**src/rtl/fc_pkg.sv**
```systemverilog
`default_nettype none
// ============================================================================
//  Module      : fc_pkg
//  Description : Shared definitions for the fully-connected data mover and
//                its result writer: FSM state encodings, lane count and the
//                byte position of each lane inside a packed output word.
//  Revision    : 1.0 - initial release
// ============================================================================
package fc_pkg;

    // State encodings shared with the data mover so both blocks report the
    // same status values.
    localparam logic [1:0] S_IDLE = 2'b00;
    localparam logic [1:0] S_RUN  = 2'b01;
    localparam logic [1:0] S_DONE = 2'b10;

    localparam int LANES = 4;

    // Lane 0 occupies the most significant byte, lane LANES-1 the least.
    function automatic int lane_lsb(input int lane, input int lane_w);
        return (LANES - 1 - lane) * lane_w;
    endfunction

endpackage : fc_pkg
`default_nettype wire

```
**src/rtl/fc_lane_requant.sv**
```systemverilog
`default_nettype none
// ============================================================================
//  Module      : fc_lane_requant
//  Description : Re-quantises one signed lane result to an unsigned byte:
//                ReLU, arithmetic right shift, then saturation to the byte
//                range. Purely combinational.
//  Ports       : i_result - signed lane result
//                i_shift  - right-shift amount
//                o_byte   - requantised byte
//                o_sat    - high when the value was clipped to all-ones
//  Revision    : 1.0 - initial release
// ============================================================================
module fc_lane_requant #(
    parameter int DWIDTH         = 32,
    parameter int OUT_DATA_WIDTH = 8
) (
    input  logic signed [DWIDTH-1:0]         i_result,
    input  logic        [4:0]                i_shift,
    output logic        [OUT_DATA_WIDTH-1:0] o_byte,
    output logic                             o_sat
);

    logic signed [DWIDTH-1:0] w_y;

    // Negative inputs collapse to zero, so w_y is never negative and any set
    // bit above the byte range means the value exceeds the byte maximum.
    assign w_y    = i_result[DWIDTH-1] ? '0 : (i_result >>> i_shift);
    assign o_sat  = |w_y[DWIDTH-1:OUT_DATA_WIDTH];
    assign o_byte = o_sat ? {OUT_DATA_WIDTH{1'b1}} : w_y[OUT_DATA_WIDTH-1:0];

endmodule : fc_lane_requant
`default_nettype wire

```
**src/rtl/fc_result_writer.sv**
```systemverilog
`default_nettype none
// ============================================================================
//  Module      : fc_result_writer
//  Description : Downstream stage of the 4-core fully-connected data mover.
//                Requantises the four lane results, packs them into one word
//                and writes it to the output BRAM at sequential addresses.
//                Runs its own idle/run/done handshake.
//  Ports       : clk, reset          - clock, synchronous active-high reset
//                i_run, i_num_cnt,
//                i_shift             - start pulse, word count, shift amount
//                o_idle/o_run/o_done - FSM status (o_done is a 1-cycle pulse)
//                i_valid, i_result_* - joint valid and per-lane results
//                addr_b3/ce_b3/we_b3/
//                d_b3/q_b3           - output BRAM port (q_b3 unused)
//                o_sat_cnt           - lanes clipped in current/last run
//  Revision    : 1.0 - initial release
// ============================================================================
module fc_result_writer #(
    parameter int CNT_BIT        = 31,
    parameter int DWIDTH         = 32,
    parameter int AWIDTH         = 12,
    parameter int OUT_DATA_WIDTH = 8
) (
    input  logic               clk,
    input  logic               reset,
    input  logic               i_run,
    input  logic [CNT_BIT-1:0] i_num_cnt,
    input  logic [4:0]         i_shift,
    output logic               o_idle,
    output logic               o_run,
    output logic               o_done,
    input  logic               i_valid,
    input  logic [DWIDTH-1:0]  i_result_0,
    input  logic [DWIDTH-1:0]  i_result_1,
    input  logic [DWIDTH-1:0]  i_result_2,
    input  logic [DWIDTH-1:0]  i_result_3,
    output logic [AWIDTH-1:0]  addr_b3,
    output logic               ce_b3,
    output logic               we_b3,
    output logic [DWIDTH-1:0]  d_b3,
    input  logic [DWIDTH-1:0]  q_b3,
    output logic [CNT_BIT-1:0] o_sat_cnt
);

    import fc_pkg::*;

    localparam logic [CNT_BIT-1:0] c_ONE = CNT_BIT'(1);

    logic [1:0]         r_state;
    logic [CNT_BIT-1:0] r_num_cnt;
    logic [4:0]         r_shift;
    logic [CNT_BIT-1:0] r_wr_cnt;

    logic [DWIDTH-1:0]         w_result [LANES];
    logic [OUT_DATA_WIDTH-1:0] w_byte   [LANES];
    logic [LANES-1:0]          w_sat;
    logic [DWIDTH-1:0]         w_packed;
    logic [2:0]                w_sat_sum;
    logic                      w_accept;
    logic                      w_last;

    // The read port is not needed by a write-only stage.
    logic w_unused_q_b3;
    assign w_unused_q_b3 = ^q_b3;

    assign w_result[0] = i_result_0;
    assign w_result[1] = i_result_1;
    assign w_result[2] = i_result_2;
    assign w_result[3] = i_result_3;

    generate
        for (genvar gi = 0; gi < LANES; gi++) begin : g_lane
            localparam int c_LSB = lane_lsb(gi, OUT_DATA_WIDTH);

            fc_lane_requant #(
                .DWIDTH         (DWIDTH),
                .OUT_DATA_WIDTH (OUT_DATA_WIDTH)
            ) u_requant (
                .i_result (w_result[gi]),
                .i_shift  (r_shift),
                .o_byte   (w_byte[gi]),
                .o_sat    (w_sat[gi])
            );

            assign w_packed[c_LSB +: OUT_DATA_WIDTH] = w_byte[gi];
        end
    endgenerate

    always_comb begin
        w_sat_sum = '0;
        for (int k = 0; k < LANES; k++) begin
            w_sat_sum = w_sat_sum + {2'b00, w_sat[k]};
        end
    end

    assign w_accept = i_valid && (r_state == S_RUN);
    assign w_last   = (r_wr_cnt == (r_num_cnt - c_ONE));

    assign o_idle = (r_state == S_IDLE);
    assign o_run  = (r_state == S_RUN);
    assign o_done = (r_state == S_DONE);

    always_ff @(posedge clk) begin
        if (reset) begin
            r_state   <= S_IDLE;
            r_num_cnt <= '0;
            r_shift   <= '0;
            r_wr_cnt  <= '0;
            addr_b3   <= '0;
            d_b3      <= '0;
            ce_b3     <= 1'b0;
            we_b3     <= 1'b0;
            o_sat_cnt <= '0;
        end else begin
            // Strobes are high only for the cycle following an accept; data
            // and address hold their last values otherwise.
            ce_b3 <= w_accept;
            we_b3 <= w_accept;

            if (w_accept) begin
                d_b3      <= w_packed;
                // Address silently wraps when the run exceeds BRAM depth.
                addr_b3   <= r_wr_cnt[AWIDTH-1:0];
                r_wr_cnt  <= r_wr_cnt + c_ONE;
                o_sat_cnt <= o_sat_cnt + {{(CNT_BIT-3){1'b0}}, w_sat_sum};
            end

            case (r_state)
                S_IDLE: begin
                    if (i_run) begin
                        r_num_cnt <= i_num_cnt;
                        r_shift   <= i_shift;
                        r_wr_cnt  <= '0;
                        o_sat_cnt <= '0;
                        // An empty run still completes the handshake.
                        r_state   <= (i_num_cnt == '0) ? S_DONE : S_RUN;
                    end
                end
                S_RUN: begin
                    if (w_accept && w_last) begin
                        r_state <= S_DONE;
                    end
                end
                S_DONE: begin
                    r_state <= S_IDLE;
                end
                default: begin
                    r_state <= S_IDLE;
                end
            endcase
        end
    end

endmodule : fc_result_writer
`default_nettype wire

```
**config.mk**
```make
export PLATFORM = sky130hd
export DESIGN_NAME = fc_result_writer
export DESIGN_NICKNAME = d
export VERILOG_FILES = /design/src/rtl/fc_pkg.sv /design/src/rtl/fc_lane_requant.sv /design/src/rtl/fc_result_writer.sv
export SDC_FILE = /design/constraint.sdc
export NUM_CORES = 1
export LEC_CHECK = 0
export CAP_MARGIN = 15
export CORE_MARGIN = 5
export CORE_UTILIZATION = 50
export DETAILED_ROUTE_END_ITERATION = 16
export PLACE_DENSITY = 0.86
export SETUP_SLACK_MARGIN = 0.15
export SLEW_MARGIN = 25
export SYNTH_ARGS = -nofsm -noshare
export SYNTH_HDL_FRONTEND = slang
export SYNTH_SLANG_ARGS = --single-unit
```
**constraint.sdc**
```tcl
create_clock -name clk -period 13.9 [get_ports clk]
set_clock_uncertainty 0.15 [all_clocks]
set_input_delay 2.78 -clock clk [delete_from_list [all_inputs] [get_ports clk]]
set_output_delay 2.78 -clock clk [all_outputs]
set_load 0.02 [all_outputs]
```
==> summary.txt <==
Placement
  – RD Place Congestion: 0.953
  – Estimated wirelength of the detail-placed design: 32200 µm
  – I/O Buffers: 247

Global route
  – Largest net degree at the start of global routing: 78
  – Tot GR Track Use: 0.278
  – First-pass GRT wire length: 70600 µm
  – Initial antenna violation count: 0
  – Total grt overflow: 0
  – Vias in the first global route: 13600

Finish
  – Sequential cell area: 2920 µm²
  – Final core utilization: 0.618
  – Area grow syn2layout: 22.8%
  – Diodes inserted: 0
  – Layout Nets: 2055
  – FILL cells: 2262
  – Area of the multi-input gates: 9870 µm²
  – Share of cells above drive strength 1: 0.110

Timing
  – Total negative slack: 0 ps
  – Max-slew headroom: 0.420
  – Max Fclk: 129 MHz
  – Period Utilization, post-route: 0.556
  – Unrepaired setup endpoints after global routing: no
  – Worst Tran Pin Value: 863 ps
  – Final setup viols: 0
  – Final Hold Viols: 0
  – Clock period minus final worst setup slack: 7730 ps
  – Final Max Tran Viols: 0

Floorplanning
  – Row count: 60
  – Core Area: 26700 µm²
  – Num ports: 280
  – Total die area: 30300 µm²
  – Die width: 174 µm
  – Die Ht: 174 µm
  – Initial Util: 0.503

Route
  – Detailed-route DRC error count: 0
  – Starting DRC count in detailed routing: 1322
  – Final ANT Viol Nets: 0
  – Total number of vias: 14300
  – Wirelength, routed: 43600 µm
  – Avg WL per Cell: 19.8 µm
  – Via/cell ratio: 6.47
  – Number of iterations in the first detailed-routing pass: 7

Yosys
  – Synth Instances: 1704
  – Flops & latches, synth: 145
  – Syn Nets: 1910
  – Area share of the largest cell type after synthesis: 0.216
  – Synth cell types: 72
  – FFs w/ async S/R, synth: 0
  – Mapped Area: 13400 µm²
  – Area leader, netlist: dfxtp_1
  – Dominant register cell in the synthesized netlist: dfxtp_1
  – Dominant cells by area after synthesis: dfxtp_1 (22%), mux4_2 (13%), nand2_1 (7.7%)
  – Yosys warnings: 0
  – Number of flops mapped to enable cells by yosys: 0
  – Sequential element share of the synthesized area: 0.216
  – Syn Area/Cell: 7.89 µm²

Worst setup path
  – Reg-to-reg startpoint: r_shift[1]$_SDFFE_PP0P_
  – CP required: 14040 ps
  – Critical path startpoint category: input pin
  – CP max-delay cell: a2111oi_0
  – Slowest Stage Delay on Critical Path: 600 ps
  – Critical path, cell by cell: clkdlybuf4s50_1, mux4_2, a21oi_1, nand3_1, a2111oi_0, o21bai_1, nand2_1, nor2_1, fa_1, inv_1, fa_1, inv_1, fa_1, nand3_1, nor2_1, nand3_1, nor2_1, nand3_1, xor2_1, nor2_1
  – Worst Reg2Reg Path Length in Cells: 21
  – Crit path DAT: 7870 ps
  – CP max FO: 7
  – Reg-to-reg slack, setup: 7360 ps
  – Setup crit end kind: flip-flop
  – Reg2reg end: o_sat_cnt[30]$_SDFF_PP0_
  – Setup Crit Path Kind: in -> reg

Power and ir drop
  – PwrDens: 82.7 nW/µm²
  – VDD IR max: 0.0000749 V
  – Leakage: 5.66 nW

Run status
  – Status: completed

Clock tree
  – Post-cts resize count: 0
  – CTS Buf Count: 17
  – Clock Tree Buf Depth: 2
  – H-Tree Depth: 4
  – CTS Hold Bufs: 0
  – Post-CTS Setup Inserts: 0
  – Clock root buffer: clkbuf_16
  – Clock sinks: 145
  – Clk slew on worst S/H paths: 60 ps
  – CTS tree: yes
  – Skew-Pair Late Insertion Delay: 420 ps

Hold path
  – Hold path depth: 2
  – Worst Hold End: d_b3[10]$_SDFFE_PP0P_
  – Hold crit path type: reg -> reg
  – Hold Path Origin: d_b3[10]$_SDFFE_PP0P_

Run
  – MaxCap Viol Count: 0
area by class of cell:
type | instances | share of cell area
clock buffer | 21 | 0.0280
inverter | 19 | 0.00432
timing repair buffer | 265 | 0.158
multi-input combinational | 1401 | 0.598
clock inverter | 11 | 0.00917
sequential | 145 | 0.177
tap | 341 | 0.0259
per-layer routing:
layer / track usage / wire length (µm) / vias up / part of all wire
met5: 0 / 0 / - / 0
met4: 0.112 / 1740 / 0 / 0.040
met3: 0.0457 / 3590 / 139 / 0.082
met2: 0.464 / 20800 / 796 / 0.48
met1: 0.362 / 17400 / 6686 / 0.40
li1: - / - / 6631 / -
where the power goes:
part | leakage [nW] | switching, W | total [W] | internal (W)
clock | 0.298 | 0.000185 | 0.000480 | 0.000295
sequential | 1.18 | 0.0000225 | 0.000450 | 0.000428
combinational | 4.18 | 0.000234 | 0.000435 | 0.000201
total | 5.66 | 0.000441 | 0.00137 | 0.000924
flip-flops by register name (all words and copies together), names as in the netlist:
register and flops:
addr_b3 12, r_shift 5, we_b3 1, r_num_cnt 31, d_b3 32, o_sat_cnt 31
r_wr_cnt 31, r_state 2
cell usage after synthesis (38+ instances only):
| cell | n |
|---|---|
| nand2_1 | 277 |
| nor2_1 | 161 |
| dfxtp_1 | 145 |
| a21oi_1 | 140 |
| mux2i_1 | 92 |
| mux4_2 | 79 |
| clkbuf_1 | 77 |
| o21ai_0 | 65 |
| xor2_1 | 53 |
| mux2_2 | 52 |
| nor3_1 | 51 |
| nand3_1 | 39 |
| xnor2_1 | 38 |
placed cells by master, fill, tap and decap left out, types with 50 or more instances in the layout:
cell,n
mux4_2,79
nor2_1,161
nor3_1,50
mux2_2,52
o21ai_0,65
nand2_1,277
dfxtp_1,141
mux2i_1,92
clkdlybuf4s50_1,246
a21oi_1,140
xor2_1,53
worst max-delay path, delay by kind of cell:
kind,cells,cell delay (ps)
xor+xnor,1,160
fa+ha+maj,3,1190
simple gates,9,1550
compound gates,3,960
buf+inv,3,700
mux,1,520
how the worst max path moves through the flow:
stage | from | endpoint | slack, ps | cells past startpoint
5_1_grt | i_result_0[20] | o_sat_cnt[30]$_SDFF_PP0_ | 5800 | 20
3_5_place_dp | i_result_0[30] | o_sat_cnt[30]$_SDFF_PP0_ | 5850 | 20
4_1_cts | i_result_0[30] | o_sat_cnt[30]$_SDFF_PP0_ | 6270 | 20
6_report | i_result_0[30] | o_sat_cnt[30]$_SDFF_PP0_ | 6170 | 20
3_3_place_gp | i_result_0[30] | o_sat_cnt[26]$_SDFF_PP0_ | 5900 | 20
2_1_floorplan | i_result_2[28] | o_sat_cnt[28]$_SDFF_PP0_ | 7130 | 20
cell families after synthesis:
family	after synthesis	share of synthesized area
AND/OR/NAND/NOR	698	0.240
multiplexers	223	0.245
adder cells (fa/ha/maj)	6	0.00726
buffers and inverters	158	0.0507
flip-flops	145	0.216
AO/OA/AOI/OAI	383	0.182
XOR/XNOR	91	0.0593
through the flow:
stage | total power [W] | worst slack (ps) | std cells | hold slack (ps) | instance area [µm²]
after global routing | 0.00142 | 5800 | 2203 | 317 | 16500
after detailed placement | 0.000883 | 5850 | 2171 | 286 | 15900
final | 0.00137 | 6170 | 2203 | 294 | 16500
after floorplan | 0.000739 | 7130 | 1704 | 299 | 13400
after global placement | 0.000873 | 5900 | 2171 | 286 | 15900
after CTS | 0.00136 | 6270 | 2203 | 295 | 16500
(Power assumes the default switching activity.)
